**config.mk**
```make
export PLATFORM = sky130hd
export DESIGN_NAME = floor_position_tracker_flat
export DESIGN_NICKNAME = d
export VERILOG_FILES = /design/src/rtl/floor_position_tracker_if.sv /design/src/rtl/floor_position_tracker.sv /design/src/flat_wrapper.sv
export SDC_FILE = /design/constraint.sdc
export NUM_CORES = 1
export LEC_CHECK = 0
export CAP_MARGIN = 30
export CORE_MARGIN = 4
export CORE_UTILIZATION = 45
export DETAILED_ROUTE_END_ITERATION = 8
export GPL_TIMING_DRIVEN = 0
export PLACE_DENSITY_LB_ADDON = 0.05
export SLEW_MARGIN = 20
export SYNTH_ARGS = -nofsm -noshare
export SYNTH_HDL_FRONTEND = slang
export SYNTH_SLANG_ARGS = --single-unit
```
**constraint.sdc**
```tcl
create_clock -name clk -period 2.7 [get_ports clk]
set_input_delay 0.405 -clock clk [delete_from_list [all_inputs] [get_ports clk]]
set_output_delay 0.405 -clock clk [all_outputs]
set_load 0.1 [all_outputs]
```
**src/rtl/floor_position_tracker_if.sv**
```systemverilog
// Sense/command bundle between the elevator controller and floor_position_tracker.
// The controller side (master) drives the raw sensors and commands; the tracker (slave) returns position.
interface floor_position_tracker_if;
  logic [1:0] elevator_control;
  logic       floor_marker;
  logic       bottom_limit;
  logic [3:0] top_floor;
  logic       clear_fault;
  logic [3:0] current_floor;
  logic       at_floor;
  logic       position_valid;
  logic       fault;

  modport master (
    output elevator_control, floor_marker, bottom_limit, top_floor, clear_fault,
    input  current_floor, at_floor, position_valid, fault
  );

  modport slave (
    input  elevator_control, floor_marker, bottom_limit, top_floor, clear_fault,
    output current_floor, at_floor, position_valid, fault
  );
endinterface

```
**src/rtl/floor_position_tracker.sv**
```systemverilog
// Tracks the car's floor from a debounced vane marker, bottom limit switch and motor direction.
// Optional missed-vane watchdog is built when FLOOR_TRACK_TIMEOUT_EN is defined.
module floor_position_tracker #(
  parameter int BOTTOM_FLOOR    = 1,
  parameter int DEBOUNCE_CYCLES = 4,
  parameter int TIMEOUT_CYCLES  = 1024
) (
  input  logic                     clk,
  input  logic                     rst,
  floor_position_tracker_if.slave  trk
);

  localparam logic [3:0] BOTTOM = 4'(BOTTOM_FLOOR);
  localparam logic [3:0] DB_MAX = 4'(DEBOUNCE_CYCLES);

  if (DEBOUNCE_CYCLES < 1 || DEBOUNCE_CYCLES > 15 || TIMEOUT_CYCLES < 2) begin : g_bad_cfg
    $error("floor_position_tracker: DEBOUNCE_CYCLES or TIMEOUT_CYCLES out of range");
  end

  typedef enum logic [1:0] {HOMING, TRACK, FAULT} state_t;
  typedef enum logic [1:0] {DIR_NONE, DIR_UP, DIR_DOWN} dir_t;

  logic       marker_s1_q, marker_s2_q;
  logic       bottom_s1_q, bottom_s2_q;
  logic [3:0] db_cnt_q, db_cnt_d;
  logic       marker_db_q, marker_db_d;
  logic       marker_db_prev_q;

  state_t     state_q;
  dir_t       last_dir_q;
  logic [3:0] floor_q;
  logic       valid_q;
  logic       fault_q;

  logic       marker_rise;
  logic       moving;
  logic       resync;
  logic       wd_expired;

  // Debounce: count consecutive synchronised samples that disagree with the filtered value.
  always_comb begin
    db_cnt_d    = 4'd0;
    marker_db_d = marker_db_q;
    if (marker_s2_q != marker_db_q) begin
      if (db_cnt_q + 4'd1 == DB_MAX) begin
        marker_db_d = ~marker_db_q;
      end else begin
        db_cnt_d = db_cnt_q + 4'd1;
      end
    end
  end

  always_ff @(posedge clk or posedge rst) begin
    if (rst) begin
      marker_s1_q      <= 1'b0;
      marker_s2_q      <= 1'b0;
      bottom_s1_q      <= 1'b0;
      bottom_s2_q      <= 1'b0;
      db_cnt_q         <= 4'd0;
      marker_db_q      <= 1'b0;
      marker_db_prev_q <= 1'b0;
    end else begin
      marker_s1_q      <= trk.floor_marker;
      marker_s2_q      <= marker_s1_q;
      bottom_s1_q      <= trk.bottom_limit;
      bottom_s2_q      <= bottom_s1_q;
      db_cnt_q         <= db_cnt_d;
      marker_db_q      <= marker_db_d;
      marker_db_prev_q <= marker_db_q;
    end
  end

  assign marker_rise = marker_db_q & ~marker_db_prev_q;
  assign moving      = (trk.elevator_control == 2'b01) || (trk.elevator_control == 2'b10);
  assign resync      = bottom_s2_q && marker_db_q && (floor_q != BOTTOM);

`ifdef FLOOR_TRACK_TIMEOUT_EN
  localparam int TO_W = $clog2(TIMEOUT_CYCLES + 1);
  logic [TO_W-1:0] wd_cnt_q;

  always_ff @(posedge clk or posedge rst) begin
    if (rst) begin
      wd_cnt_q <= '0;
    end else if (state_q != TRACK || marker_rise || !moving) begin
      wd_cnt_q <= '0;
    end else if (!marker_db_q) begin
      wd_cnt_q <= wd_cnt_q + TO_W'(1);
    end
  end

  // Fires on the cycle the count would reach the limit, so FAULT is entered on that edge.
  assign wd_expired = (state_q == TRACK) && moving && !marker_db_q && !marker_rise &&
                      (wd_cnt_q == TO_W'(TIMEOUT_CYCLES - 1));
`else
  assign wd_expired = 1'b0;
`endif

  always_ff @(posedge clk or posedge rst) begin
    if (rst) begin
      state_q    <= HOMING;
      last_dir_q <= DIR_NONE;
      floor_q    <= BOTTOM;
      valid_q    <= 1'b0;
      fault_q    <= 1'b0;
    end else begin
      if (trk.elevator_control == 2'b01) begin
        last_dir_q <= DIR_UP;
      end else if (trk.elevator_control == 2'b10) begin
        last_dir_q <= DIR_DOWN;
      end

      case (state_q)
        HOMING: begin
          valid_q <= 1'b0;
          fault_q <= 1'b0;
          if (bottom_s2_q && marker_db_q) begin
            floor_q <= BOTTOM;
            valid_q <= 1'b1;
            state_q <= TRACK;
          end
        end
        TRACK: begin
          if (resync) begin
            floor_q <= BOTTOM;
          end else if (marker_rise) begin
            // Counting never wraps: any step past either end is a tracking loss.
            case (last_dir_q)
              DIR_UP: begin
                if (floor_q == trk.top_floor || floor_q == 4'd15) begin
                  state_q <= FAULT;
                  fault_q <= 1'b1;
                  valid_q <= 1'b0;
                end else begin
                  floor_q <= floor_q + 4'd1;
                end
              end
              DIR_DOWN: begin
                if (floor_q == BOTTOM || floor_q == 4'd0) begin
                  state_q <= FAULT;
                  fault_q <= 1'b1;
                  valid_q <= 1'b0;
                end else begin
                  floor_q <= floor_q - 4'd1;
                end
              end
              default: begin
                state_q <= FAULT;
                fault_q <= 1'b1;
                valid_q <= 1'b0;
              end
            endcase
          end else if (wd_expired) begin
            state_q <= FAULT;
            fault_q <= 1'b1;
            valid_q <= 1'b0;
          end
        end
        FAULT: begin
          fault_q <= 1'b1;
          valid_q <= 1'b0;
          if (trk.clear_fault) begin
            state_q    <= HOMING;
            fault_q    <= 1'b0;
            last_dir_q <= DIR_NONE;
          end
        end
        default: begin
          state_q <= HOMING;
          valid_q <= 1'b0;
        end
      endcase
    end
  end

  assign trk.current_floor  = floor_q;
  assign trk.position_valid = valid_q;
  assign trk.fault          = fault_q;
  assign trk.at_floor       = marker_db_q & valid_q;

endmodule

```
**src/flat_wrapper.sv**
```systemverilog
// flat-port wrapper written by rule: the top's interface ports become plain ports
module floor_position_tracker_flat 
#(
  parameter int BOTTOM_FLOOR    = 1,
  parameter int DEBOUNCE_CYCLES = 4,
  parameter int TIMEOUT_CYCLES  = 1024
)
  (clk, rst, trk_elevator_control, trk_floor_marker, trk_bottom_limit, trk_top_floor, trk_clear_fault, trk_current_floor, trk_at_floor, trk_position_valid, trk_fault);
  floor_position_tracker_if trk_i ();
  input  logic clk;
  input  logic rst;
  input wire logic [$bits(trk_i.elevator_control)-1:0] trk_elevator_control;
  input wire logic [$bits(trk_i.floor_marker)-1:0] trk_floor_marker;
  input wire logic [$bits(trk_i.bottom_limit)-1:0] trk_bottom_limit;
  input wire logic [$bits(trk_i.top_floor)-1:0] trk_top_floor;
  input wire logic [$bits(trk_i.clear_fault)-1:0] trk_clear_fault;
  output wire logic [$bits(trk_i.current_floor)-1:0] trk_current_floor;
  output wire logic [$bits(trk_i.at_floor)-1:0] trk_at_floor;
  output wire logic [$bits(trk_i.position_valid)-1:0] trk_position_valid;
  output wire logic [$bits(trk_i.fault)-1:0] trk_fault;
  assign trk_i.elevator_control = trk_elevator_control;
  assign trk_i.floor_marker = trk_floor_marker;
  assign trk_i.bottom_limit = trk_bottom_limit;
  assign trk_i.top_floor = trk_top_floor;
  assign trk_i.clear_fault = trk_clear_fault;
  assign trk_current_floor = trk_i.current_floor;
  assign trk_at_floor = trk_i.at_floor;
  assign trk_position_valid = trk_i.position_valid;
  assign trk_fault = trk_i.fault;
  floor_position_tracker #(.BOTTOM_FLOOR(BOTTOM_FLOOR), .DEBOUNCE_CYCLES(DEBOUNCE_CYCLES), .TIMEOUT_CYCLES(TIMEOUT_CYCLES)) u_core (.clk(clk), .rst(rst), .trk(trk_i));
endmodule
```
==> flow_summary.json <==
{
  "status": "finished clean",
  "ios": 18,
  "crit_end": "trk_current_floor[0]",
  "postLayoutCellArea_sq_um": 1450,
  "wire_per_inst_microns": 12.8,
  "fin_ws_ns": 0.221,
  "cts_resized": 0,
  "syn_area_sq_um": 1210,
  "synth.net_count": 136,
  "start_util_pct": 48.2,
  "final_nets": 158,
  "setup_viol": 0,
  "p_clk_share_pct": 11.4,
  "yosysTopAreaCell": "dfrtp_1",
  "ys_seq_area_share_pct": 41.3,
  "power_frac_seq_pct": 35.3,
  "crit_type": "reg -> out",
  "cts_max_level": 1,
  "dr_total_vias": 869,
  "worstMarginPinSlew_ns": 0.969,
  "slew_headroom_pct": 35.2,
  "setup.worst_path.start_class": "flip-flop",
  "syn_to_final_growth_pct": 19.3,
  "hold_class": "reg -> reg",
  "grt-ovfl-total": 0,
  "place_inst": 160,
  "drc": 0,
  "routed_wl_microns": 2110,
  "antenna_found_initial": 0,
  "synth_top_area_share_pct": 39.1,
  "switching_share_pct": 45.2,
  "cts_root_buffer": "clkbuf_4",
  "holdBufCountCts": 0,
  "coreArea_sq_um": 2520,
  "syn_avg_cell_area_sq_um": 10.8,
  "insertion_delay_ns": 0.30,
  "total_power_mw": 1.28,
  "irDropWorstVdd_mv": 0.650,
  "final_antenna_net_count": 0,
  "yosysWarnings": 0,
  "io_buffers": 17,
  "hpwl_microns": 1630,
  "num_antenna_cells": 0,
  "ys_ff_latch": 20,
  "final_cells": 164,
  "timing.fmax_ghz": 0.403,
  "p_int_mw": 0.704,
  "p_comb_share_pct": 53.3,
  "fp.dieW_microns": 60.0,
  "post-route-min-period_ns": 2.48,
  "rrSetupSlack_ns": 0.52,
  "worstPathCellList": "clkdlybuf4s50_1",
  "whs_ns": 0.365,
  "drtPass1Iterations": 4,
  "finalHoldViolations": 0,
  "clk_pin_slew_worst_paths_ns": 0.11,
  "period_share_pct": 91.8,
  "first_global_vias": 863,
  "routabilityCongestion": 0.724,
  "rr_worst_depth": 7,
  "yosysUniqueCellTypes": 39,
  "p_sw_mw": 0.581,
  "arrival_ns": 2.07,
  "cp_max_fo": 6,
  "synthCells": 113,
  "endpoint_kind": "output pin",
  "final_common_cell": "dfrtp_1",
  "path_buf_inv": 1,
  "clock_skew_ns": 0.00521,
  "fin_util_pct": 57.4,
  "layout_common_cells": "dfrtp_1, clkdlybuf4s50_1, ha_1",
  "drv_cap": 0,
  "slew_viol_final": 0,
  "reg2reg_to": "u_core.trk.current_floor[2]",
  "drive_gt1_share_pct": 11.2,
  "cp_slowest_stage_delay_ns": 1.16,
  "grt_first_pass_wirelength_microns": 3860,
  "r2r-start": "u_core.trk.current_floor[0]",
  "post_cts_buffers": 0,
  "dp_slack_ns": 0.518,
  "cts_tree": "done",
  "viasPerCell": 5.30,
  "setup.worst_path.start": "u_core.trk.current_floor[0]",
  "grt_use_total_pct": 14.2,
  "grt_max_degree": 21,
  "die_h_microns": 60.0,
  "power_leakage_nw": 0.637,
  "synth_area_leaders": "dfrtp_1, ha_1, xnor2_1, o21ai_0, inv_1",
  "numCtsBuffers": 3,
  "cp_slowest_cell": "clkdlybuf4s50_1",
  "path_delay_family": "buffers and inverters",
  "powerDensity_nw_per_um2": 886,
  "cts_buffer_depth": 2,
  "row_count": 18,
  "drt_iter0_markers": 13,
  "rsz0062_at_grt": "false",
  "cp.depth": 1,
  "cts.sinks": 20,
  "timing.setup.tns_ns": 0,
  "place_area_sq_um": 1420,
  "required_ns": 2.30,
  "dieArea_sq_um": 3600
}
## layer usage
metal	share of wire, %	up-vias	global-route usage (%)
met5	0	-	0
met4	0.71	0	5.70
met3	5.2	2	1.94
met2	46	15	23.6
met1	48	413	18.4
li1	-	439	-
## area by class of cell
type	count	area, sq um
inverters	9	33.8
plain buffers	1	11.3
flip-flops and latches	20	502
fillers	240	1070
multi-input cells	83	668
well taps	30	37.5
repair buffers	17	170
clock buffers	4	26.3
## synth_stat cells
library cell and instances:
mux2i_1 3, dfrtp_1 19, nand2b_1 3, and2_1 3, nand3_1 1, and3b_1 1
xor2_1 1, o41ai_1 1, or3_2 1, and3_1 1, nor2b_1 2, a2bb2oi_1 1
o221ai_2 1, xnor2_1 6, or2_2 1, maj3_1 1, nor4_1 1, inv_1 9
nor4b_1 2, ha_1 12, nor3_1 2, o21ai_0 7, and2b_4 1, and3_2 1
o21bai_1 3, nand2_1 4, mux2_2 2, a21oi_1 2, dfstp_2 1, o31a_1 1
a2111oi_2 1, o21ai_1 1, buf_6 1, nor3b_4 1, nor2_1 7, a21boi_0 3
a311oi_1 1, a41oi_2 1, o31ai_1 3
## worst min-delay path by stage
| stage | startpoint | endpoint | depth (start not counted) |
|---|---|---|---|
| after floorplan | u_core.bottom_s1_q | u_core.bottom_s2_q | 0 |
| after global placement | u_core.bottom_s1_q | u_core.bottom_s2_q | 0 |
| after detailed placement | u_core.bottom_s1_q | u_core.bottom_s2_q | 0 |
| after CTS | u_core.marker_s1_q | u_core.marker_s2_q | 0 |
| after global routing | u_core.bottom_s1_q | u_core.bottom_s2_q | 0 |
| final | u_core.marker_s1_q | u_core.marker_s2_q | 0 |
## sequential cells by signal, indices dropped and copies added (netlist names)
| register | flops |
|---|---|
| u_core.bottom_s2_q | 1 |
| u_core.bottom_s1_q | 1 |
| u_core.marker_db_q | 1 |
| u_core.marker_s2_q | 1 |
| u_core.state_q | 2 |
| u_core.marker_s1_q | 1 |
| u_core.trk.position_valid | 1 |
| u_core.trk.fault | 1 |
| u_core.trk.current_floor | 4 |
| u_core.marker_db_prev_q | 1 |
| u_core.db_cnt_q | 4 |
| u_core.last_dir_q | 2 |
## power by group through the flow
| stage | clock network, mW | logic, mW | registers [mW] |
|---|---|---|---|
| after floorplan | 0 | 0.404 | 0.590 |
| after global placement | 0 | 0.680 | 0.458 |
| after detailed placement | 0 | 0.688 | 0.461 |
| after CTS | 0.155 | 0.691 | 0.456 |
| after global routing | 0.171 | 0.758 | 0.469 |
| final | 0.146 | 0.685 | 0.454 |
## cell families (layout without fill, tap and decap cells)
family          Yosys count  after routing  share of synthesized area, %
compound gates           26             26                          16.4
xor+xnor                  7              7                          5.05
fa+ha+maj                13             13                          13.2
buf+inv                  10             31                          3.71
flops                    20             20                          41.3
mux                       5              5                          4.33
simple gates             32             32                          16.1
Power figures use the tool's default switching activity.
